<file path="src/rtl/rvarb_pkg.sv">
// Shared types and helpers for the rvarb round-robin lock arbiter family.
// Used by rvarb_rr_pick and rvarb_rr_lock.
package rvarb_pkg;

  typedef enum logic {
    IDLE = 1'b0,
    BUSY = 1'b1
  } arb_state_e;

  localparam int unsigned RVARB_TMO_DEF = 15;
  localparam int unsigned RVARB_MAXREQ  = 16;

  // Reference round-robin pick: first set bit scanning ptr, ptr+1, ... modulo n.
  function automatic logic [RVARB_MAXREQ-1:0] rr_pick(
    input logic [RVARB_MAXREQ-1:0] req,
    input logic [3:0]              ptr,
    input int unsigned             n
  );
    logic [RVARB_MAXREQ-1:0] win;
    logic                    found;
    int unsigned             idx;
    win   = '0;
    found = 1'b0;
    for (int unsigned k = 0; k < RVARB_MAXREQ; k++) begin
      idx = (n == 0) ? 0 : (32'(ptr) + k) % n;
      if (k < n && !found && req[idx[3:0]]) begin
        win[idx[3:0]] = 1'b1;
        found         = 1'b1;
      end
    end
    return win;
  endfunction

  function automatic logic [3:0] oh2bin(input logic [RVARB_MAXREQ-1:0] oh);
    logic [3:0] b;
    b = '0;
    for (int unsigned k = 0; k < RVARB_MAXREQ; k++) begin
      if (oh[k]) b = b | k[3:0];
    end
    return b;
  endfunction

endpackage

</file>
<file path="src/rtl/rvarb_rr_pick.sv">
// Combinational round-robin picker: rotate requests by ptr, isolate the lowest
// set bit, rotate back. Yields a one-hot winner (or zero) plus an any-request flag.
module rvarb_rr_pick #(
  parameter int unsigned NREQ = 4,
  parameter int unsigned IDW  = 2
) (
  input  logic [NREQ-1:0] req,
  input  logic [IDW-1:0]  ptr,
  output logic [NREQ-1:0] win,
  output logic            any
);

  logic [NREQ-1:0] rot;
  logic [NREQ-1:0] lsb;

  always_comb begin
    // Double-width concatenation turns the modular rotation into a plain shift.
    rot = NREQ'({req, req} >> ptr);
    lsb = rot & (~rot + NREQ'(1));
    win = NREQ'(({lsb, lsb} << ptr) >> NREQ);
    any = |req;
  end

endmodule

</file>
<file path="src/rtl/rvarb_rr_lock.sv">
// Round-robin arbiter with burst lock for a shared registered resource.
// Optional idle-owner timeout enabled by defining RVARB_RR_LOCK_TMO_EN.
module rvarb_rr_lock
  import rvarb_pkg::*;
#(
  parameter int unsigned NREQ = 4,
  parameter int unsigned IDW  = 2,
  parameter int unsigned TMO  = RVARB_TMO_DEF
) (
  input  logic            clk,
  input  logic            rst_l,
  input  logic [NREQ-1:0] req,
  input  logic [NREQ-1:0] req_last,
  input  logic            rdy,
  output logic [NREQ-1:0] gnt,
  output logic            gnt_vld,
  output logic [IDW-1:0]  gnt_id,
  output logic            xfer,
  output logic            rel,
  output logic            tmo_err
);

  if (IDW != $clog2(NREQ)) begin : g_bad_idw
    $error("IDW must equal clog2(NREQ)");
  end
  if (NREQ < 2 || NREQ > RVARB_MAXREQ) begin : g_bad_nreq
    $error("NREQ out of range 2..16");
  end
  if (TMO < 1) begin : g_bad_tmo
    $error("TMO must be at least 1");
  end

  arb_state_e      state, state_nxt;
  logic [NREQ-1:0] gnt_nxt;
  logic            gnt_vld_nxt;
  logic [IDW-1:0]  gnt_id_nxt;
  logic [IDW-1:0]  ptr, ptr_nxt, ptr_sel, id_inc;
  logic [NREQ-1:0] pick_win;
  logic            pick_any;
  logic            own_req;
  logic            force_rel;
  logic            release_any;

  assign own_req     = req[gnt_id];
  assign xfer        = gnt_vld & own_req & rdy;
  assign rel         = xfer & req_last[gnt_id];
  assign release_any = rel | force_rel;
  assign id_inc      = (gnt_id == IDW'(NREQ-1)) ? '0 : gnt_id + IDW'(1);

  // On release the picker already sees the advanced pointer, so the handoff is bubble-free.
  assign ptr_sel = (state == BUSY && release_any) ? id_inc : ptr;

  rvarb_rr_pick #(
    .NREQ (NREQ),
    .IDW  (IDW)
  ) u_pick (
    .req (req),
    .ptr (ptr_sel),
    .win (pick_win),
    .any (pick_any)
  );

  always_comb begin
    state_nxt   = state;
    gnt_nxt     = gnt;
    gnt_vld_nxt = gnt_vld;
    gnt_id_nxt  = gnt_id;
    ptr_nxt     = ptr;
    case (state)
      IDLE: begin
        if (pick_any) begin
          gnt_nxt     = pick_win;
          gnt_vld_nxt = 1'b1;
          gnt_id_nxt  = IDW'(oh2bin(RVARB_MAXREQ'(pick_win)));
          state_nxt   = BUSY;
        end
      end
      BUSY: begin
        if (release_any) begin
          ptr_nxt = id_inc;
          if (pick_any) begin
            gnt_nxt     = pick_win;
            gnt_vld_nxt = 1'b1;
            gnt_id_nxt  = IDW'(oh2bin(RVARB_MAXREQ'(pick_win)));
          end else begin
            gnt_nxt     = '0;
            gnt_vld_nxt = 1'b0;
            gnt_id_nxt  = '0;
            state_nxt   = IDLE;
          end
        end
      end
      default: state_nxt = IDLE;
    endcase
  end

  always_ff @(posedge clk or negedge rst_l) begin
    if (!rst_l) begin
      state   <= IDLE;
      gnt     <= '0;
      gnt_vld <= 1'b0;
      gnt_id  <= '0;
      ptr     <= '0;
    end else begin
      state   <= state_nxt;
      gnt     <= gnt_nxt;
      gnt_vld <= gnt_vld_nxt;
      gnt_id  <= gnt_id_nxt;
      ptr     <= ptr_nxt;
    end
  end

`ifdef RVARB_RR_LOCK_TMO_EN
  localparam int unsigned CW = ($clog2(TMO + 1) > 4) ? $clog2(TMO + 1) : 4;

  logic [CW-1:0] tmo_cnt;

  // Count reaching TMO forces the release in the following cycle, flagged by tmo_err.
  assign force_rel = (state == BUSY) && (tmo_cnt == CW'(TMO));
  assign tmo_err   = force_rel;

  always_ff @(posedge clk or negedge rst_l) begin
    if (!rst_l) begin
      tmo_cnt <= '0;
    end else if (state == BUSY) begin
      if (release_any || own_req) tmo_cnt <= '0;
      else                        tmo_cnt <= tmo_cnt + CW'(1);
    end else begin
      tmo_cnt <= '0;
    end
  end
`else
  assign force_rel = 1'b0;
  assign tmo_err   = 1'b0;
`endif

endmodule

</file>
<file path="config.mk">
export PLATFORM = sky130hd
export DESIGN_NAME = rvarb_rr_lock
export DESIGN_NICKNAME = d
export VERILOG_FILES = /design/src/rtl/rvarb_pkg.sv /design/src/rtl/rvarb_rr_pick.sv /design/src/rtl/rvarb_rr_lock.sv
export SDC_FILE = /design/constraint.sdc
export NUM_CORES = 1
export LEC_CHECK = 0
export CAP_MARGIN = 30
export CORE_MARGIN = 2
export CORE_UTILIZATION = 28
export DETAILED_ROUTE_END_ITERATION = 10
export GPL_ROUTABILITY_DRIVEN = 0
export GPL_TIMING_DRIVEN = 0
export SYNTH_ARGS = -nofsm -noshare
export SYNTH_HDL_FRONTEND = slang
export SYNTH_SLANG_ARGS = --single-unit
</file>
<file path="constraint.sdc">
create_clock -name clk -period 3.39 [get_ports clk]
set_input_delay 0.678 -clock clk [delete_from_list [all_inputs] [get_ports clk]]
set_output_delay 0.678 -clock clk [all_outputs]
set_load 0.02 [all_outputs]
</file>
==> impl_metrics.yaml <==
outcome:
  outcome: "completed"
synth:
  netlist_instances: 90
  yosys.cell_types.count: 47
  yosys_warnings: 0
  synth.avg_cell_area_sq_um: 9.426
  synth_area_sq_um: 848.3
  yosysSeqAreaShare: 0.2950
  synth_fp_nets: 102
  synth-edff-count: 0
  async_flop_share: 1.000
  dominantRegCellSynth: "dfrtp_1"
  ys_ff_latch: 10
final_layout:
  antenna_cells: 0
  final_util: 0.3866
  fillerInstances: 294
  nets: 124
  syn2layout_area_growth_pct: 28.91
  drive_gt1_frac: 0.1982
  stdcell_count: 142
detailed_routing:
  drtAntennaViolNets: 0
  drtPass1Iterations: 4
  vias_per_cell: 5.648
  wire_per_inst_microns: 15.35
  vias: 802
  finalWirelength_microns: 2179
  drc: 0
  drtIter0Drc: 33
hold_path:
  hold_path_class: "flip-flop to flip-flop"
floorplan:
  coreArea_sq_um: 2829
  initial_core_util: 0.2999
  die_h_microns: 59.04
  die_x_microns: 59.04
  die_area_sq_um: 3486
  ios: 21
  rows: 19
cts:
  cts_setup_buffers: 0
  cts_tree: "done"
  cts.sinks: 10
  clk_latency_ns: 0.27
  cts_resized: 0
  cts.clk_slew.worst_paths_ns: 0.07
  numCtsBuffers: 3
  cts_root_buf: "clkbuf_4"
  clock_path_buffers: 2
  cts.hold.buffers_added: 0
  htreeDepth: 1
timing:
  layout_min_cycle_time_ns: 3.246
  max_freq_mhz: 308.0
  setup_ws_ns: 0.1437
  final-hold-violation-count: 0
  finalSetupViolations: 0
  setup_tns_ns: 0
  clock_skew_ns: 0.001634
  rsz0062_at_grt: "false"
  min_period_over_period: 0.9576
  whs_ns: 0.5160
  report.final.slew_viol_count: 0
  tightestPinTransition_ns: 0.4934
  maxSlewHeadroom: 0.6680
placement:
  portBuffers: 17
  place_hpwl_microns: 1659
  place_ws_ns: 0.1726
  place_inst: 138
power_and_ir_drop:
  irDropWorstVdd_v: 0.0002785
  powerDensity_nw_per_um2: 828.3
  cellLeakagePower_uw: 0.0004549
global_route:
  grt_pass1_wl_microns: 3443
  grt_pass1_vias: 746
  antenna_found_initial: 0
  grt_usage: 0.1371
  grt_max_degree: 11
  grt_overflow: 0
setup_path:
  cp-start-kind: "input port"
  end_kind: "output pin"
  worst_ep_required_time_ns: 2.71
  rrSetupSlack_ns: 1.17
  crit_fanout: 8
  arrival_ns: 2.57
  critPathKind: "input port to output pin"
job:
  max_cap_viol_count: 0
-- where the power goes --
part           switching (uW)  total, uW  internal (uW)
combinational             310        581            271
sequential               48.0        214            166
clock                    45.9        111           65.4
-- state kept, by name, indices dropped and copies added (netlist names) --
| signal | cells |
|---|---|
| state | 1 |
| gnt | 4 |
| ptr | 2 |
| gnt_vld | 1 |
| gnt_id | 2 |
-- cell usage in the layout (no fill, tap or decap), drive strengths merged, types with 2 or more instances in the layout --
master         count
dfrtp             10
mux2               2
nand2              6
o32ai              2
nand3              3
mux2i             11
o21ai              4
and3               2
nor3               2
nor2               4
clkdlybuf4s50     17
a311o              2
nor4               3
buf                5
clkbuf             5
a21oi              5
nor2b              2
nand2b             2
a31oi              2
and2               2
o31ai              2
inv                5
-- cell families after synthesis --
logic type,share of synthesized area
muxes,0.1755
adders and majority gates,0.01475
DFF,0.2950
AOI/OAI and AO/OA,0.2272
buffers and inverters,0.07669
other,0.004421
and+or+nand+nor,0.2065
-- metrics by stage --
stage / area (sq um) / total power (uW)
floorplan: 848.3 / 628.6
global placement: 1057 / 787.0
detailed placement: 1057 / 796.0
CTS: 1094 / 912.3
global route: 1094 / 966.0
finish: 1094 / 905.8
-- routing by layer --
layer	vias to the layer above	global-route usage	share of wire
li1	377	-	-
met1	372	0.1682	0.45
met3	7	0.01965	0.074
met2	46	0.2238	0.45
met5	-	0	0
met4	0	0.08766	0.028
-- synthesized netlist by cell type, drive strengths merged, types with 2 or more instances --
master | number | area [sq um]
buf | 5 | 33.78
mux2 | 2 | 22.52
nor2 | 4 | 15.01
nor2b | 2 | 12.51
nand3 | 3 | 27.53
mux2i | 11 | 126.4
a31oi | 2 | 12.51
and2 | 2 | 15.02
o21ai | 4 | 23.77
o31ai | 2 | 28.78
nand2 | 6 | 22.52
a311o | 2 | 20.02
dfrtp | 10 | 250.2
nor4 | 3 | 18.77
nand2b | 2 | 12.51
a21oi | 5 | 28.78
inv | 5 | 18.77
nor3 | 2 | 10.01
o32ai | 2 | 17.52
and3 | 2 | 13.77
-- path summary, 6_finish.rpt --
check	startpoint	end	depth (start not counted)
worst min-delay path	gnt[3]	gnt[3]	1
max in group asynchronous	rst_l	gnt[2]	1
min in group asynchronous	rst_l	gnt_vld	1
worst max-delay path	req[3]	rel	7
worst min register to register	gnt[3]	gnt[3]	1
worst max register to register	gnt_id[0]	gnt_id[0]	8
-- worst max-delay path, cell delays in order --
cell and delay, ns:
clkdlybuf4s50_1 0.66, mux2i_1 0.15, o22a_4 0.31, clkinv_4 0.08, nand2_1 0.05, inv_1 0.06
clkdlybuf4s50_1 0.59
-- cell type report --
cell class                 instances  area [sq um]  area share
multi-input combinational         68         533.0      0.4874
tap                               31         38.79     0.03547
timing repair buffer              17         170.2      0.1556
sequential                        10         250.2      0.2288
buffer                             6         37.54     0.03432
inverter                           6         27.53     0.02517
clock buffer                       4         36.28     0.03318
No activity file was read; power rests on OpenSTA's default activity.
